## config.mk

```make
export PLATFORM = sky130hd
export DESIGN_NAME = mc_ctrl_flat
export DESIGN_NICKNAME = d
export VERILOG_FILES = /design/src/rtl/mc_ctrl_if.sv /design/src/rtl/mc_ctrl.sv /design/src/flat_wrapper.sv
export SDC_FILE = /design/constraint.sdc
export NUM_CORES = 1
export LEC_CHECK = 0
export CAP_MARGIN = 15
export CORE_MARGIN = 4
export CORE_UTILIZATION = 43
export DETAILED_ROUTE_END_ITERATION = 16
export GPL_ROUTABILITY_DRIVEN = 0
export PLACE_DENSITY = 0.76
export SYNTH_ARGS = -nofsm -noshare
export SYNTH_HDL_FRONTEND = slang
export SYNTH_SLANG_ARGS = --single-unit
```

## constraint.sdc

```tcl
create_clock -name clk -period 3.25 [get_ports clk]
set_clock_uncertainty 0.15 [all_clocks]
set_input_delay 0.65 -clock clk [delete_from_list [all_inputs] [get_ports clk]]
set_output_delay 0.65 -clock clk [all_outputs]
set_load 0.005 [all_outputs]
```

## src/rtl/mc_ctrl_if.sv

```systemverilog
// -----------------------------------------------------------------------------
// mc_ctrl_if : control-unit <-> datapath signal bundle for the multi-cycle MIPS
// controller.
//   master modport (controller):
//     inputs  OP, Funct (IR fields), Zero (ALU flag), mem_rdy (memory done)
//     outputs mem_req, PCWr, IRWr, RFWr, DMWr, BSel, WDSel, GPRSel, NPCOp,
//             EXTOp, ALUOp, state, illegal, instret
//   slave modport (datapath / memory side): same signals, opposite directions.
// -----------------------------------------------------------------------------
interface mc_ctrl_if #(
    parameter int ALUOP_W = 4,
    parameter int CNT_W   = 32
) ();
    logic [5:0]         OP;
    logic [5:0]         Funct;
    logic               Zero;
    logic               mem_rdy;
    logic               mem_req;
    logic               PCWr;
    logic               IRWr;
    logic               RFWr;
    logic               DMWr;
    logic               BSel;
    logic [1:0]         WDSel;
    logic [1:0]         GPRSel;
    logic [1:0]         NPCOp;
    logic [1:0]         EXTOp;
    logic [ALUOP_W-1:0] ALUOp;
    logic [2:0]         state;
    logic               illegal;
    logic [CNT_W-1:0]   instret;

    modport master (
        input  OP, Funct, Zero, mem_rdy,
        output mem_req, PCWr, IRWr, RFWr, DMWr, BSel, WDSel, GPRSel,
               NPCOp, EXTOp, ALUOp, state, illegal, instret
    );

    modport slave (
        output OP, Funct, Zero, mem_rdy,
        input  mem_req, PCWr, IRWr, RFWr, DMWr, BSel, WDSel, GPRSel,
               NPCOp, EXTOp, ALUOp, state, illegal, instret
    );
endinterface

```

## src/rtl/mc_ctrl.sv

```systemverilog
// -----------------------------------------------------------------------------
// mc_ctrl : multi-cycle MIPS control unit. Sequences every instruction through
// IF -> ID -> EX -> MEM -> WB and drives the datapath strobes/selects from the
// current state plus the IR-held OP/Funct (Mealy on Zero and mem_rdy).
// Ports:
//   clk  rising-edge clock
//   rst  asynchronous active-high reset
//   bus  mc_ctrl_if.master (IR fields, ALU flag, memory handshake, strobes,
//        selects, state, illegal flag, retired-instruction counter)
// Parameters: ALUOP_W (ALUOp width, >= 3), MEM_HS (1 = honour mem_rdy,
//             0 = single-cycle memory), CNT_W (instret width).
// Optional feature macro: CTRL_ILLEGAL_TRAP_EN -- illegal instructions trap to
//   the EXC state and set the sticky illegal flag; otherwise they retire as NOPs.
// -----------------------------------------------------------------------------
module mc_ctrl #(
    parameter int ALUOP_W = 4,
    parameter int MEM_HS  = 1,
    parameter int CNT_W   = 32
) (
    input  logic      clk,
    input  logic      rst,
    mc_ctrl_if.master bus
);
    typedef enum logic [2:0] {
        S_IF = 3'd0, S_ID = 3'd1, S_EX = 3'd2, S_MEM = 3'd3, S_WB = 3'd4, S_EXC = 3'd5
    } state_e;

    localparam logic [5:0] OP_R = 6'b000000, OP_J = 6'b000010, OP_JAL = 6'b000011,
                           OP_BEQ = 6'b000100, OP_BNE = 6'b000101, OP_ADDI = 6'b001000,
                           OP_SLTI = 6'b001010, OP_ANDI = 6'b001100, OP_ORI = 6'b001101,
                           OP_LUI = 6'b001111, OP_LW = 6'b100011, OP_SW = 6'b101011;
    localparam logic [5:0] FN_ADDU = 6'b100001, FN_SUBU = 6'b100011, FN_AND = 6'b100100,
                           FN_OR = 6'b100101, FN_NOR = 6'b100111, FN_SLT = 6'b101010,
                           FN_SRL = 6'b000010, FN_JR = 6'b001000;
    localparam logic [2:0] ALU_ADD = 3'd0, ALU_SUB = 3'd1, ALU_AND = 3'd2, ALU_OR = 3'd3,
                           ALU_NOR = 3'd4, ALU_SLT = 3'd5, ALU_SRL = 3'd6, ALU_PASSB = 3'd7;

    state_e           state_q, state_d;
    logic [CNT_W-1:0] instret_q, instret_d;

    logic       legal_s, is_r_s, is_j_s, is_jal_s, is_jr_s, is_br_s, is_bne_s, is_lw_s, is_sw_s;
    logic       ex_bsel_s;
    logic [1:0] ex_ext_s;
    logic [2:0] ex_alu_s;
    logic       rdy_s;

    logic       mem_req_s, pc_wr_s, ir_wr_s, rf_wr_s, dm_wr_s, bsel_s;
    logic [1:0] wdsel_s, gprsel_s, npcop_s, extop_s;
    logic [2:0] aluop_s;

    // With the handshake disabled every access completes in its first cycle.
    assign rdy_s = (MEM_HS != 0) ? bus.mem_rdy : 1'b1;

    // Instruction decode: class flags plus the EX-stage selects, which MEM/WB
    // reuse since OP/Funct stay stable from ID until the next fetch.
    always_comb begin
        legal_s   = 1'b1;
        is_r_s    = 1'b0;
        is_j_s    = 1'b0;
        is_jal_s  = 1'b0;
        is_jr_s   = 1'b0;
        is_br_s   = 1'b0;
        is_bne_s  = 1'b0;
        is_lw_s   = 1'b0;
        is_sw_s   = 1'b0;
        ex_bsel_s = 1'b1;
        ex_ext_s  = 2'd0;
        ex_alu_s  = ALU_ADD;
        case (bus.OP)
            OP_R: begin
                is_r_s    = 1'b1;
                ex_bsel_s = 1'b0;
                case (bus.Funct)
                    FN_ADDU: ex_alu_s = ALU_ADD;
                    FN_SUBU: ex_alu_s = ALU_SUB;
                    FN_AND:  ex_alu_s = ALU_AND;
                    FN_OR:   ex_alu_s = ALU_OR;
                    FN_NOR:  ex_alu_s = ALU_NOR;
                    FN_SLT:  ex_alu_s = ALU_SLT;
                    FN_SRL:  ex_alu_s = ALU_SRL;
                    FN_JR:   is_jr_s  = 1'b1;
                    default: legal_s  = 1'b0;
                endcase
            end
            OP_J:    is_j_s = 1'b1;
            OP_JAL:  is_jal_s = 1'b1;
            OP_BEQ:  begin is_br_s = 1'b1; ex_bsel_s = 1'b0; ex_ext_s = 2'd1; ex_alu_s = ALU_SUB; end
            OP_BNE:  begin is_br_s = 1'b1; is_bne_s = 1'b1; ex_bsel_s = 1'b0; ex_ext_s = 2'd1; ex_alu_s = ALU_SUB; end
            OP_ADDI: begin ex_ext_s = 2'd1; ex_alu_s = ALU_ADD; end
            OP_SLTI: begin ex_ext_s = 2'd1; ex_alu_s = ALU_SLT; end
            OP_ANDI: begin ex_ext_s = 2'd0; ex_alu_s = ALU_AND; end
            OP_ORI:  begin ex_ext_s = 2'd0; ex_alu_s = ALU_OR; end
            OP_LUI:  begin ex_ext_s = 2'd2; ex_alu_s = ALU_PASSB; end
            OP_LW:   begin is_lw_s = 1'b1; ex_ext_s = 2'd1; ex_alu_s = ALU_ADD; end
            OP_SW:   begin is_sw_s = 1'b1; ex_ext_s = 2'd1; ex_alu_s = ALU_ADD; end
            default: legal_s = 1'b0;
        endcase
    end

`ifdef CTRL_ILLEGAL_TRAP_EN
    logic illegal_q, illegal_d;
`endif

    // Next-state, per-state strobes/selects and retire counting.
    always_comb begin
        state_d   = state_q;
        mem_req_s = 1'b0;
        pc_wr_s   = 1'b0;
        ir_wr_s   = 1'b0;
        rf_wr_s   = 1'b0;
        dm_wr_s   = 1'b0;
        bsel_s    = 1'b0;
        wdsel_s   = 2'd0;
        gprsel_s  = 2'd0;
        npcop_s   = 2'd0;
        extop_s   = 2'd0;
        aluop_s   = ALU_ADD;
`ifdef CTRL_ILLEGAL_TRAP_EN
        illegal_d = illegal_q;
`endif
        case (state_q)
            S_IF: begin
                mem_req_s = 1'b1;
                if (rdy_s) begin
                    ir_wr_s = 1'b1;
                    pc_wr_s = 1'b1;
                    state_d = S_ID;
                end else begin
                    state_d = S_IF;
                end
            end
            S_ID: begin
                if (!legal_s) begin
`ifdef CTRL_ILLEGAL_TRAP_EN
                    state_d   = S_EXC;
                    illegal_d = 1'b1;
`else
                    state_d   = S_IF;
`endif
                end else if (is_j_s || is_jal_s) begin
                    pc_wr_s = 1'b1;
                    npcop_s = 2'd2;
                    if (is_jal_s) begin
                        rf_wr_s  = 1'b1;
                        gprsel_s = 2'd2;
                        wdsel_s  = 2'd2;
                    end else begin
                        rf_wr_s  = 1'b0;
                    end
                    state_d = S_IF;
                end else if (is_jr_s) begin
                    pc_wr_s = 1'b1;
                    npcop_s = 2'd3;
                    state_d = S_IF;
                end else begin
                    state_d = S_EX;
                end
            end
            S_EX: begin
                bsel_s  = ex_bsel_s;
                extop_s = ex_ext_s;
                aluop_s = ex_alu_s;
                if (is_br_s) begin
                    npcop_s = 2'd1;
                    // BNE takes the branch on !Zero, BEQ on Zero.
                    pc_wr_s = bus.Zero ^ is_bne_s;
                    state_d = S_IF;
                end else if (is_lw_s || is_sw_s) begin
                    state_d = S_MEM;
                end else begin
                    state_d = S_WB;
                end
            end
            S_MEM: begin
                mem_req_s = 1'b1;
                bsel_s    = ex_bsel_s;
                extop_s   = ex_ext_s;
                aluop_s   = ex_alu_s;
                dm_wr_s   = is_sw_s;
                if (rdy_s) begin
                    state_d = is_lw_s ? S_WB : S_IF;
                end else begin
                    state_d = S_MEM;
                end
            end
            S_WB: begin
                bsel_s   = ex_bsel_s;
                extop_s  = ex_ext_s;
                aluop_s  = ex_alu_s;
                rf_wr_s  = 1'b1;
                wdsel_s  = is_lw_s ? 2'd1 : 2'd0;
                gprsel_s = is_r_s ? 2'd1 : 2'd0;
                state_d  = S_IF;
            end
            S_EXC:   state_d = S_EXC;
            default: state_d = S_IF;
        endcase
        // Every return to fetch from another state retires one instruction.
        if ((state_d == S_IF) && (state_q != S_IF)) begin
            instret_d = instret_q + {{(CNT_W-1){1'b0}}, 1'b1};
        end else begin
            instret_d = instret_q;
        end
    end

    // State and retire counter registers.
    always_ff @(posedge clk or posedge rst) begin
        if (rst) begin
            state_q   <= S_IF;
            instret_q <= {CNT_W{1'b0}};
        end else begin
            state_q   <= state_d;
            instret_q <= instret_d;
        end
    end

`ifdef CTRL_ILLEGAL_TRAP_EN
    // Sticky illegal-instruction flag, cleared only by reset.
    always_ff @(posedge clk or posedge rst) begin
        if (rst) begin
            illegal_q <= 1'b0;
        end else begin
            illegal_q <= illegal_d;
        end
    end
    assign bus.illegal = illegal_q;
`else
    assign bus.illegal = 1'b0;
`endif

    // Strobes and the memory request are suppressed while reset is asserted so
    // an aborted instruction cannot write anything.
    assign bus.mem_req = mem_req_s & ~rst;
    assign bus.PCWr    = pc_wr_s & ~rst;
    assign bus.IRWr    = ir_wr_s & ~rst;
    assign bus.RFWr    = rf_wr_s & ~rst;
    assign bus.DMWr    = dm_wr_s & ~rst;
    assign bus.BSel    = bsel_s;
    assign bus.WDSel   = wdsel_s;
    assign bus.GPRSel  = gprsel_s;
    assign bus.NPCOp   = npcop_s;
    assign bus.EXTOp   = extop_s;
    assign bus.ALUOp   = ALUOP_W'(aluop_s);
    assign bus.state   = state_q;
    assign bus.instret = instret_q;
endmodule
```

## src/flat_wrapper.sv

```systemverilog
// flat-port wrapper written by rule: the top's interface ports become plain ports
module mc_ctrl_flat 
#(
    parameter int ALUOP_W = 4,
    parameter int MEM_HS  = 1,
    parameter int CNT_W   = 32
)
  (clk, rst, bus_OP, bus_Funct, bus_Zero, bus_mem_rdy, bus_mem_req, bus_PCWr, bus_IRWr, bus_RFWr, bus_DMWr, bus_BSel, bus_WDSel, bus_GPRSel, bus_NPCOp, bus_EXTOp, bus_ALUOp, bus_state, bus_illegal, bus_instret);
  mc_ctrl_if #(.ALUOP_W(ALUOP_W), .CNT_W(CNT_W)) bus_i ();
  input  logic clk;
  input  logic rst;
  input wire logic [$bits(bus_i.OP)-1:0] bus_OP;
  input wire logic [$bits(bus_i.Funct)-1:0] bus_Funct;
  input wire logic [$bits(bus_i.Zero)-1:0] bus_Zero;
  input wire logic [$bits(bus_i.mem_rdy)-1:0] bus_mem_rdy;
  output wire logic [$bits(bus_i.mem_req)-1:0] bus_mem_req;
  output wire logic [$bits(bus_i.PCWr)-1:0] bus_PCWr;
  output wire logic [$bits(bus_i.IRWr)-1:0] bus_IRWr;
  output wire logic [$bits(bus_i.RFWr)-1:0] bus_RFWr;
  output wire logic [$bits(bus_i.DMWr)-1:0] bus_DMWr;
  output wire logic [$bits(bus_i.BSel)-1:0] bus_BSel;
  output wire logic [$bits(bus_i.WDSel)-1:0] bus_WDSel;
  output wire logic [$bits(bus_i.GPRSel)-1:0] bus_GPRSel;
  output wire logic [$bits(bus_i.NPCOp)-1:0] bus_NPCOp;
  output wire logic [$bits(bus_i.EXTOp)-1:0] bus_EXTOp;
  output wire logic [$bits(bus_i.ALUOp)-1:0] bus_ALUOp;
  output wire logic [$bits(bus_i.state)-1:0] bus_state;
  output wire logic [$bits(bus_i.illegal)-1:0] bus_illegal;
  output wire logic [$bits(bus_i.instret)-1:0] bus_instret;
  assign bus_i.OP = bus_OP;
  assign bus_i.Funct = bus_Funct;
  assign bus_i.Zero = bus_Zero;
  assign bus_i.mem_rdy = bus_mem_rdy;
  assign bus_mem_req = bus_i.mem_req;
  assign bus_PCWr = bus_i.PCWr;
  assign bus_IRWr = bus_i.IRWr;
  assign bus_RFWr = bus_i.RFWr;
  assign bus_DMWr = bus_i.DMWr;
  assign bus_BSel = bus_i.BSel;
  assign bus_WDSel = bus_i.WDSel;
  assign bus_GPRSel = bus_i.GPRSel;
  assign bus_NPCOp = bus_i.NPCOp;
  assign bus_EXTOp = bus_i.EXTOp;
  assign bus_ALUOp = bus_i.ALUOp;
  assign bus_state = bus_i.state;
  assign bus_illegal = bus_i.illegal;
  assign bus_instret = bus_i.instret;
  mc_ctrl #(.ALUOP_W(ALUOP_W), .MEM_HS(MEM_HS), .CNT_W(CNT_W)) u_core (.clk(clk), .rst(rst), .bus(bus_i));
endmodule
```

[Word-level counts from Yosys, hierarchy flattened]
Cells that the tools add are included.
Cells by class
  reductions and logical operators: 14
  mux-type cells: 52
  eq/ne operators: 24
  add/sub/neg operators: 1
  bitwise operators: 7
Operators by type and width (number)
  $eq 6x6->1 const B: 8
  $eq 6x4->1 const B: 6
  $pmux 3 s6: 2
  $add 32x1->32 const B: 1
  $mux 1: 27
  $mux 3: 7
  $eq 6x2->1 const B: 3
  $mux 2: 8
  $pmux 2 s2: 4
  $pmux 3 s5: 1
  $eq 6x3->1 const B: 2
  $reduce_or 11->1: 1
  $reduce_or 8->1: 1
  $eq 3x2->1 const B: 2
  $eq 3x3->1 const B: 2
  $logic_not 3->1: 2
  $logic_not 6->1: 1
  $reduce_or 3->1: 2
  $reduce_or 6->1: 1
  $and 1x1->1: 5
  $pmux 1 s2: 2
  $reduce_or 2->1: 2
  $eq 3x1->1 const B: 1
  $pmux 1 s3: 1
  5 further kinds: 6
Storage, ports and cells
  bits in registers: 35
  word-level logic and storage cells: 100
  input port bits: 16
  output and inout bits: 54

[Logic depth before layout (Yosys ltp)]
Gate-level depths: netlist of run 1.
  depth after elaboration: 9
  mapped depth: 9
  depth with buffers taken out: 6

[Worst setup path before layout of run 1]
OpenSTA, ideal clock, no wires.
  path type: input-to-output
  from: in bus_OP[2]
  to: out bus_WDSel[1]
  buffers on the path: 1
  stages: 7
  required time: 2.450 ns
  slack: 0.021 ns
  data arrival time: 2.429 ns
  cell sequence: or4_4 > or4_4 > a31oi_4 > o21ai_2 > or3_1 > inv_1 > buf_4
On the way
  word-level cells in the longest chain between the ends: 6
  elaborated cells between the ends (all ways): 21
  classes of those cells: eq/ne: 11; mux: 7; reduce/logical: 3
RTL lines
  start: declaration: line flat_wrapper.sv:12  | input wire logic [$bits(bus_i.OP)-1:0] bus_OP;
  branches (longest 4 deep; another with $reduce_or 11->1)
  $mux 2 (*): line mc_ctrl.sv:133  | if (!legal_s) begin
  $pmux 2 s2 (*): line mc_ctrl.sv:121  | case (state_q)
  end: declaration: line flat_wrapper.sv:22  | output wire logic [$bits(bus_i.WDSel)-1:0] bus_WDSel;
Every way passes the cells marked *.

[Worst setup path after layout of run 1]
  from: in bus_OP[4]
  to: out bus_RFWr
On the way
  word-level cells in the longest chain between the ends: 7
  elaborated cells between the ends (all ways): 22
  classes of those cells: eq/ne: 11; mux: 7; bitwise: 1; reduce/logical: 3
RTL lines
  branches (longest 4 deep; another with $reduce_or 11->1)
  $mux 1 (*): line mc_ctrl.sv:133
  $pmux 1 s2 (*): line mc_ctrl.sv:121
  $and 1x1->1 (*): line mc_ctrl.sv:236  | assign bus.RFWr = rf_wr_s & ~rst;
  end: declaration: line flat_wrapper.sv:19  | output wire logic [$bits(bus_i.RFWr)-1:0] bus_RFWr;
Marked as above.

==> results of run 1 <==
[worst min-delay path by stage]
stage                                             startpoint  cells after the start  slack (ps)                                  to
after floorplan           u_core.bus.instret[31]$_DFFE_PP0P_                      1         310  u_core.bus.instret[31]$_DFFE_PP0P_
after CTS                 u_core.bus.instret[31]$_DFFE_PP0P_                      1         340  u_core.bus.instret[31]$_DFFE_PP0P_
after detailed placement  u_core.bus.instret[31]$_DFFE_PP0P_                      1         330  u_core.bus.instret[31]$_DFFE_PP0P_
after global placement    u_core.bus.instret[31]$_DFFE_PP0P_                      1         310  u_core.bus.instret[31]$_DFFE_PP0P_
final                     u_core.bus.instret[31]$_DFFE_PP0P_                      1         330  u_core.bus.instret[31]$_DFFE_PP0P_
after global routing      u_core.bus.instret[31]$_DFFE_PP0P_                      1         360  u_core.bus.instret[31]$_DFFE_PP0P_
[metrics by stage]
stage / total power, mW / hold WS (ps) / utilization (%) / cell area, um2
global route: 1.50 / 358 / 65.5 / 3610
global placement: 1.10 / 305 / 63.5 / 3500
floorplan: 0.804 / 315 / - / 2440
finish: 1.41 / 331 / 65.5 / 3610
detailed placement: 1.11 / 325 / 63.5 / 3500
CTS: 1.42 / 339 / 65.3 / 3600
[cells by family after synthesis]
group	synth area share [%]
AOI/OAI and AO/OA	9.96
xor gates and xnor gates	12.9
adders and majority gates	0.513
buffers and inverters	5.60
DFF	35.9
muxes	0.873
other	0.154
and+or+nand+nor	34.0
[per-layer routing]
metal  global-route usage [%]  routed length (um)  up-vias
met4                     4.75                  60        0
met1                     25.9                3050     1248
li1                         -                   -     1223
met2                     33.5                3380       73
met5                        0                   0        -
met3                     4.37                 383        7
[worst max-delay path, delay by kind of cell]
kind	cells	cell delay, ps
simple gates	3	1340
compound gates	3	400
buf+inv	2	220
[layout make-up]
cell class	instances	area [um2]	share of cell area, %
clock buffer	5	68.8	1.91
clock inverter	3	15.0	0.416
inverter	9	33.8	0.937
multi-input combinational	219	1460	40.4
sequential	35	876	24.3
tap	72	90.1	2.50
timing repair buffer	117	1060	29.5
[where the power goes]
part           leakage [nW]  internal [mW]  switching (mW)
registers             0.472          0.477          0.0646
logic                  1.17          0.298           0.268
clock network        0.0477          0.146           0.159
total                  1.69          0.921           0.491
[synth_stat cells (2+ instances only)]
cell type,n
or4_4,2
a21oi_1,7
a31oi_1,3
clkbuf_1,9
nor2b_1,5
nor2_1,15
nor3b_1,4
or2_2,2
o21ai_0,8
nand2b_1,5
and2_1,4
inv_1,9
nand4_1,9
and3_1,7
and4_1,3
buf_2,4
nor3_1,24
xor2_1,32
xnor2_1,4
nand3_1,14
nand2_1,20
buf_4,6
nor4_1,16
nand3b_1,2
or3_1,4
o41ai_1,2
nor4b_1,2
dfrtp_1,35
a41oi_1,2
[what timing repair did]
item,CTS,global route
pin swaps,6,7
hold buffers,0,0
endpoints found under the setup margin,14,10
resized for setup,60,4
setup buffers,2,0
[registers in the layout (all words and copies together) (netlist names)]
| signal | cells |
|---|---|
| u_core.bus.instret | 32 |
| u_core.bus.state | 3 |
==> summary.md, run 1 <==
| Metric | Value |
|---|---|
| Status | complete, but fails checks |
| Failing checks | setup timing |
| Number of endpoints failing setup at the final stage | 6 |
| Final critical-path required period | 3410 ps |
| Layout Nets | 404 |
| Share of cells above drive strength 1 | 22.4% |
| CP cell instances | buf_6 > or4_4 > or4_4 > a31oi_4 > o21ai_2 > or3_4 > a21oi_2 > buf_2 |
| Synthesis-stage register bit count | 35 |
| Vias per Instance | 5.55 |
| Die height | around 83 um |
| Seq/Total Area, Yosys | a little over a third |
| Leakage | about 1.7 nW |
| I/O pins | 70 |
| Cell with the largest stage delay on the worst path | or4_4 |
| Via count of the first global-routing pass | 2491 |
| Register-to-register setup slack | 770 ps |
| Die area | 0.00694 mm2 |
| R2R Path Start | u_core.bus.state[2]$_DFF_PP0_ |
| Critical path data arrival time | 2610 ps |
| Most common cell type on the critical path | or4_4 |
| Count of max-cap constraint violations | 0 |
| Number of diodes | 0 |
| Overflow left after global routing | 0 |
| Synth top area cells | dfrtp_1, xor2_1, nor3_1, nor4_1, nand2_1 |
| Average size of a mapped cell | 8.64 um2 |
| Slew at the pin closest to its max-slew limit | 538 ps |
| Power Density | 391 mW/mm2 |
| Iteration-0 DRC count of the detailed router | 77 |
| Critical path origin | bus_OP[4] |
| Top flip-flop cell by instance count after synthesis | dfrtp_1 |
| DRC violations left | 0 |
| Yosys cell types | 52 |
| Highest achievable clock rate | 294 MHz |
| Overall global routing resource usage | 19.9% |
| Post-detailed-routing wire length | between 6 and 7 mm |
| Initial antenna violation count | 0 |
| Wire length of the first global-routing pass | 11.7 mm |
| Share of the cycle needed by the critical path after routing | 105% |
| CTS H-tree depth | 2 |
| Routed len/inst | 14.9 um |
| Clock tree from TritonCTS | built |
| Maximum fanout count along the critical path | 2 |
| Min-delay worst type | register to register |
| Root cell of the clock tree | clkbuf_8 |
| Cell total after placement | 450 |
| Count of flip-flops with a built-in enable after synthesis | 0 |
| Required time at the worst-slack endpoint | approximately 2500 ps |
| Critical Path Start Type | primary input |
| Number of cells on the worst reg-to-reg path | 6 |
| Post-placement setup slack | -888 ps |
| Fin worst setup slack | -157 ps |
| HPWL after detailed placement | 5.09 mm |
| Detailed Routing Iterations Pass 1 | 4 |
| Biggest area consumer among synthesized cells | dfrtp_1 |
| Relative slew slack | 64.1% |
| Post-Syn Instances | 282 |
| Type of destination of the critical path | output port |
| Horizontal die dimension | 83.3 um |
| Max-slew violations | 0 |
| Clock latency on the worst-skew pair | roughly 290 ps |
| Clk buf depth | 2 |
| Core Footprint | around 0.0055 mm2 |
| Most common cell after layout, fill and taps aside | clkdlybuf4s50_1 |
| Max rail drop VDD | 0.365 mV |
| Startpoint-to-endpoint class of the critical path | primary input to output port |
| Clock transition at the register clock pins on the worst setup and hold paths after CTS | 70 ps |
| Setup_tns | -518 ps |
| Unrepaired setup endpoints after global routing | yes |
| Detail Route Antenna Nets | 0 |
| Fill count | 467 |
| Post-synth top area share | 35.9% |
| Layout overhead on the synthesized area | 48.0% |
| Share of synthesized flip-flops with an asynchronous set or reset | between 90% and 100% |
| Slowest stage delay, CP | 530 ps |
| Clock tree sinks | 35 |
| Maximum number of pins on one net before global-route repair | 36 |
| TritonCTS buffer count | 5 |
| Synthesis warning total | 0 |
| Final number of hold-violating endpoints | 0 |
| Capturing element of the worst setup path | bus_RFWr |
| Starting density of the core | 44.3% |
| Post-route insts no fill | between 400 and 500 |
| Leading cell types in the layout, fill and taps excluded | clkdlybuf4s50_1, buf_4, dfrtp_1, xor2_1, nor3_1 |
| Netlist area before placement | 0.00244 mm2 |
| Number of buffers added on ports | 67 |
| Worst R2R End | u_core.bus.instret[31]$_DFFE_PP0P_ |
| Site row count | 27 |
| Vias after detailed routing | 2551 |
No activity file was read; power rests on OpenSTA's default activity.
==> inputs of run 2 (changes only) <==
- CORE_MARGIN: 4 -> 10
- CORE_UTILIZATION: 43 -> 50
- DONT_BUFFER_PORTS: default -> 1
- PLACE_DENSITY: 0.76 -> 0.68
==> run 2 against run 1 <==
Against the previous run:
- the flow now finishes without violations
- register-to-register slack lost 220 ps
- sequential power grew 4%
- utilization shrank 11 points
- non-clock buffer count shrank 108
- sequential share of layout area grew 9.7 points
- die area grew 16%
- final area shrank 29%
- cell count shrank 25%
- sequential cell count is the same
- setup slack gained 180 ps
- count of clock-buffer cells in the layout grew 1
- global-route usage shrank 4.3 points
- critical path type unchanged
- largest cell class unchanged
- highest routed layer unchanged
==> summary.md, run 2 (synthesis results as in run 1) <==
| Metric | Value |
|---|---|
| Most common cell after layout, fill and taps aside | dfrtp_1 |
| Share of cells above drive strength 1 | 8.63% (-14 points) |
| Sw frac | 36.5% (+1.7 points) |
| Layout Nets | 296 (-27%) |
| Critical path data arrival time | 2430 ps (-180 ps) |
| Required time at the worst-slack endpoint | 2450 ps (about the same) |
| Core Footprint | 0.00472 mm2 (-14%) |
| Slew at the pin closest to its max-slew limit | 931 ps (+393 ps) |
| Leading cell types in the layout, fill and taps excluded | dfrtp_1, xor2_1, nor3_1, nand2_1, nor4_1 |
| Wire length of the first global-routing pass | 10.7 mm (-8.6%) |
| Clock tree from TritonCTS | built |
| Startpoint-to-endpoint class of the critical path | primary input to output port |
| Final critical-path required period | 3230 ps (-177 ps) |
| Net switching component of the power | 421 uW (-14%) |
| Max-slew violations | 0 (unchanged) |
| Initial antenna violation count | 0 (unchanged) |
| Highest achievable clock rate | 310 MHz (+5.5%) |
| Detailed Routing Iterations Pass 1 | 4 (unchanged) |
| DRC violations left | 0 (unchanged) |
| Leakage | 1.18 nW (-30%) |
| Unrepaired setup endpoints after global routing | yes |
| Maximum number of pins on one net before global-route repair | 36 (unchanged) |
| Die height | 89.8 um (+7.8%) |
| Via count of the first global-routing pass | 2046 (-18%) |
| Site row count | 25 (-7.4%) |
| Count of max-cap constraint violations | 0 (unchanged) |
| Hold buffer count at CTS | 0 (unchanged) |
| Post-detailed-routing wire length | 6.32 mm (-8.1%) |
| Min-delay worst type | primary input to async pin |
| Overflow left after global routing | 0 (unchanged) |
| R2R Path Start | u_core.bus.state[2]$_DFF_PP0_ |
| Register-to-register setup slack | 550 ps (-220 ps) |
| Starting density of the core | 51.6% (+7.3 points) |
| Proportion of power drawn by flip-flops and latches | 48.5% (+10 points) |
| Worst R2R End | u_core.bus.instret[10]$_DFFE_PP0P_ |
| Vias per Instance | 6.12 (+10%) |
| TritonCTS buffer count | 5 (unchanged) |
| Max reg flops | 32 (unchanged) |
| Number of diodes | 0 (unchanged) |
| Relative slew slack | 37.1% (-27 points) |
| Clock tree sinks | 35 (unchanged) |
| Internal power component | 733 uW (-20%) |
| Max rail drop VDD | 0.491 mV (+34%) |
| Total power consumption of the routed design | 1.15 mW (-18%) |
| Root cell of the clock tree | clkbuf_8 |
| Core utilization of the finished layout | 54.6% (-11 points) |
| Maximum fanout count along the critical path | 12 (+10) |
| Power Density | 448 mW/mm2 (+14%) |
| Overall global routing resource usage | 15.6% (-4.3 points) |
| Die area | 0.00807 mm2 (+16%) |
| Clock latency on the worst-skew pair | 290 ps (about the same) |
| Iteration-0 DRC count of the detailed router | 86 (+12%) |
| Number of buffers added on ports | 0 (-100%) |
| Clk buf depth | 2 (unchanged) |
| Gate power share | 26.6% (-14 points) |
| Status | complete, no violations |
| Final number of hold-violating endpoints | 0 (unchanged) |
| Vias after detailed routing | 2112 (-17%) |
| Share of the cycle needed by the critical path after routing | 99.4% (-5.4 points) |
| Number of endpoints failing setup at the final stage | 0 (-6) |
| HPWL after detailed placement | 4.74 mm (-6.9%) |
| Routed len/inst | 18.3 um (+23%) |
| Critical Path Start Type | primary input |
| Clock share of power | 24.9% (+3.3 points) |
| CTS H-tree depth | 2 (unchanged) |
| Layout overhead on the synthesized area | 5.80% |
| Detail Route Antenna Nets | 0 (unchanged) |
| Horizontal die dimension | 89.8 um (+7.8%) |
| Number of cells on the worst reg-to-reg path | 7 (+1) |
| I/O pins | 70 (unchanged) |
| Clock transition at the register clock pins on the worst setup and hold paths after CTS | 60 ps (about the same) |
| Type of destination of the critical path | output port |
[run 2: power groups by stage]
| stage | Sequential [mW] | Clock [mW] | Combinational [mW] |
|---|---|---|---|
| 5_1_grt | 0.571 | 0.311 | 0.345 |
| 4_1_cts | 0.561 | 0.292 | 0.306 |
| 3_3_place_gp | 0.567 | 0 | 0.301 |
| 2_1_floorplan | 0.532 | 0 | 0.272 |
| 3_5_place_dp | 0.569 | 0 | 0.305 |
| 6_report | 0.560 | 0.288 | 0.307 |
[run 2: what timing repair did]
item	CTS	global route
gates cloned	0	0
resized for setup	2	1
setup buffers	0	0
endpoints found under the setup margin	1	1
pin swaps	0	0
endpoints found under the hold margin	0	0
[run 2: per-layer routing]
| layer | vias up | wire [um] | GRT usage, % |
|---|---|---|---|
| met4 | 0 | 120 | 5.66 |
| met5 | - | 0 | 0 |
| met2 | 71 | 3070 | 25.0 |
| met3 | 12 | 520 | 5.99 |
| li1 | 1005 | - | - |
| met1 | 1024 | 2610 | 18.5 |
[run 2: how the worst max path moves through the flow]
stage	from	end	slack, ps	cells past startpoint
after detailed placement	bus_OP[2]	bus_RFWr	-20	6
final	bus_OP[2]	bus_RFWr	20	6
after CTS	bus_OP[2]	bus_RFWr	10	6
after global routing	bus_OP[2]	bus_RFWr	-20	6
after global placement	bus_OP[2]	bus_RFWr	2	6
after floorplan	bus_OP[2]	bus_WDSel[1]	20	7
[run 2: through the flow]
| step | worst slack, ps | hold slack (ps) | cell area (um2) | instances | TNS [ps] |
|---|---|---|---|---|---|
| finish | 20.1 | 199 | 2580 | 345 | 0 |
| CTS | 14.5 | 214 | 2570 | 345 | 0 |
| global route | -22.2 | 240 | 2580 | 345 | -22.2 |
| floorplan | 20.9 | 315 | 2440 | 283 | 0 |
| global placement | 2.34 | 350 | 2490 | 339 | 0 |
| detailed placement | -24.1 | 350 | 2490 | 339 | -24.1 |
[run 2: area by class of cell]
cell class	instances	area, um2
fill	428	2140
multi-input combinational	219	1450
sequential	35	876
tap	67	83.8
clock buffer	6	72.6
timing repair buffer	9	67.6
inverter	9	33.8
[run 2: critical path: stages]
cell	delay [ps]
or4_4	520
or4_4	450
a31oi_4	170
o21ai_2	100
or3_4	370
a21oi_4	160
==> inputs of run 3 (changes only) <==
- REMOVE_ABC_BUFFERS: default -> 1
==> run 3 against run 2 <==
Against the previous run:
- first-iteration DRC count decreased by 45%
- highest routed layer unchanged
- die area is the same
- count of clock-buffer cells in the layout rose by 2
- critical endpoint unchanged
- setup slack improved by 31 ps
- critical path depth unchanged
- clock power grew 20%
- largest power group unchanged
- wire length fell by 1.9%
==> summary.md, run 3 (synthesis results as in run 1) <==
| Metric | Value |
|---|---|
| Status | complete, no violations |
| Wire length of the first global-routing pass | 10.5 mm (-2.5%) |
| Relative slew slack | 38.9% (+1.8 points) |
| Number of cells on the worst reg-to-reg path | 6 (-1) |
| Layout Nets | 295 (-0.34%) |
| Max reg flops | 32 (unchanged) |
| Iteration-0 DRC count of the detailed router | 47 (-45%) |
| Leakage | 1.19 nW (+0.83%) |
| Number of endpoints failing setup at the final stage | 0 (unchanged) |
| Type of destination of the critical path | output port |
| Max-slew violations | 0 (unchanged) |
| Vias per Instance | 6.06 (-0.95%) |
| Clock transition at the register clock pins on the worst setup and hold paths after CTS | 70 ps (about the same) |
| Total power consumption of the routed design | 1.21 mW (+4.8%) |
| Unrepaired setup endpoints after global routing | no |
| Startpoint-to-endpoint class of the critical path | primary input to output port |
| Clock latency on the worst-skew pair | 290 ps (about the same) |
| Final critical-path required period | 3200 ps (-31.0 ps) |
| Final instance area | 0.00260 mm2 (+0.68%) |
| Site row count | 25 (unchanged) |
| Maximum number of pins on one net before global-route repair | 36 (unchanged) |
| Layout overhead on the synthesized area | 6.52% |
| Share of the cycle needed by the critical path after routing | 98.4% (-0.95 points) |
| Power Density | 466 mW/mm2 (+4.1%) |
| HPWL after detailed placement | 4.51 mm (-4.8%) |
| Overflow left after global routing | 0 (unchanged) |
| Initial antenna violation count | 0 (unchanged) |
| Clock tree sinks | 35 (unchanged) |
| Share of cells above drive strength 1 | 9.32% (+0.69 points) |
| Clk buf depth | 2 (unchanged) |
| Root cell of the clock tree | clkbuf_8 |
| Final number of hold-violating endpoints | 0 (unchanged) |
| Highest achievable clock rate | 313 MHz (+0.97%) |
| Die height | 89.8 um (unchanged) |
| Overall global routing resource usage | 15.1% (-0.46 points) |
| TritonCTS buffer count | 5 (unchanged) |
| Die area | 0.00807 mm2 (unchanged) |
| Clock tree from TritonCTS | built |
| R2R Path Start | u_core.bus.instret[2]$_DFFE_PP0P_ |
| Register-to-register setup slack | 620 ps (+70 ps) |
| Vias after detailed routing | 2098 (-0.66%) |
| Required time at the worst-slack endpoint | 2450 ps (about the same) |
| Horizontal die dimension | 89.8 um (unchanged) |
| Hold buffer count at CTS | 0 (unchanged) |
| Fin worst setup slack | 51.1 ps (+31.0 ps) |
| Net switching component of the power | 427 uW (+1.3%) |
| Min-delay worst type | primary input to async pin |
| Internal power component | 782 uW (+6.7%) |
| Top layer reached by signal wires | met4 |
| CTS H-tree depth | 2 (unchanged) |
| I/O pins | 70 (unchanged) |
| DR WL met3 | 539 um (+3.7%) |
| DRC violations left | 0 (unchanged) |
| # Post-CTS Setup Buffers | 0 (unchanged) |
| Gate power share | 25.4% (-1.2 points) |
| Number of diodes | 0 (unchanged) |
| Routed len/inst | 17.9 um (-2.2%) |
| Core Footprint | 0.00472 mm2 (unchanged) |
| Slew at the pin closest to its max-slew limit | 908 ps (-22.8 ps) |
| Worst R2R End | u_core.bus.instret[27]$_DFFE_PP0P_ |
| Detailed Routing Iterations Pass 1 | 4 (unchanged) |
| Clock share of power | 28.7% (+3.8 points) |
| Count of max-cap constraint violations | 0 (unchanged) |
| Via count of the first global-routing pass | 2028 (-0.88%) |
| Maximum fanout count along the critical path | 12 (unchanged) |
| Critical path data arrival time | 2400 ps (-30 ps) |
| Routed metal-1 wirelength | 2.62 mm (+0.19%) |
| Sw frac | 35.3% (-1.2 points) |
| Post-placement setup slack | -8.27 ps (+15.8 ps) |
| Leading cell types in the layout, fill and taps excluded | dfrtp_1, xor2_1, nor3_1, nand2_1, nor4_1 |
| Number of buffers added on ports | 0 (unchanged) |
| Fill count | 469 (+9.6%) |
| Max rail drop VDD | 0.463 mV (-5.6%) |
| Detail Route Antenna Nets | 0 (unchanged) |
| Cells resized by post-CTS repair | 2 (unchanged) |
| Critical Path Start Type | primary input |
| Most common cell after layout, fill and taps aside | dfrtp_1 |
| Starting density of the core | 51.6% (unchanged) |
| Detail Route met2 WL | 2.96 mm (-3.6%) |
| Placement Cell Area | 0.00248 mm2 (-0.30%) |
| Post-detailed-routing wire length | 6.20 mm (-1.9%) |
| Proportion of power drawn by flip-flops and latches | 45.9% (-2.6 points) |
[run 3: cell type report]
type                    instances  area, um2  share of cell area, %
clock buffers                   8        100                   3.86
inverters                       9       33.8                   1.30
multi-input cells             219       1440                   55.6
flip-flops and latches         35        876                   33.7
well taps                      67       83.8                   3.23
repair buffers                  8       60.1                   2.31
[run 3: layer usage]
layer,GRT usage [%],vias to the layer above
met5,0,-
met4,4.45,0
met3,5.57,9
met2,24.4,84
met1,18.4,1003
li1,-,1002
[run 3: stage by stage]
step	TNS, ps	std cells	utilization (%)	hold slack [ps]
finish	0	346	55.0	200
global route	0	346	55.0	229
CTS	0	346	54.9	212
detailed placement	-8.27	338	52.6	362
global placement	0	338	52.6	350
floorplan	0	263	-	315
[run 3: how the worst max path moves through the flow]
stage          slack [ps]  endpoint  depth (start not counted)      start
2_1_floorplan          40  bus_RFWr                          6  bus_OP[2]
3_3_place_gp            2  bus_PCWr                          7  bus_OP[2]
3_5_place_dp           -8  bus_RFWr                          6  bus_OP[2]
4_1_cts                20  bus_RFWr                          6  bus_OP[2]
5_1_grt                 1  bus_RFWr                          6  bus_OP[2]
6_report               50  bus_RFWr                          6  bus_OP[2]
[run 3: worst max-delay path, stage by stage]
cell	delay [ps]
or4_4	520
or4_4	450
a31oi_4	170
o21ai_2	80
or3_4	350
a21oi_2	170
[run 3: power by group through the flow]
| stage | registers [mW] | logic (mW) | clock network [mW] |
|---|---|---|---|
| final | 0.555 | 0.307 | 0.347 |
| after CTS | 0.558 | 0.309 | 0.350 |
| after global routing | 0.567 | 0.347 | 0.374 |
| after detailed placement | 0.566 | 0.305 | 0 |
| after global placement | 0.565 | 0.303 | 0 |
| after floorplan | 0.544 | 0.228 | 0 |
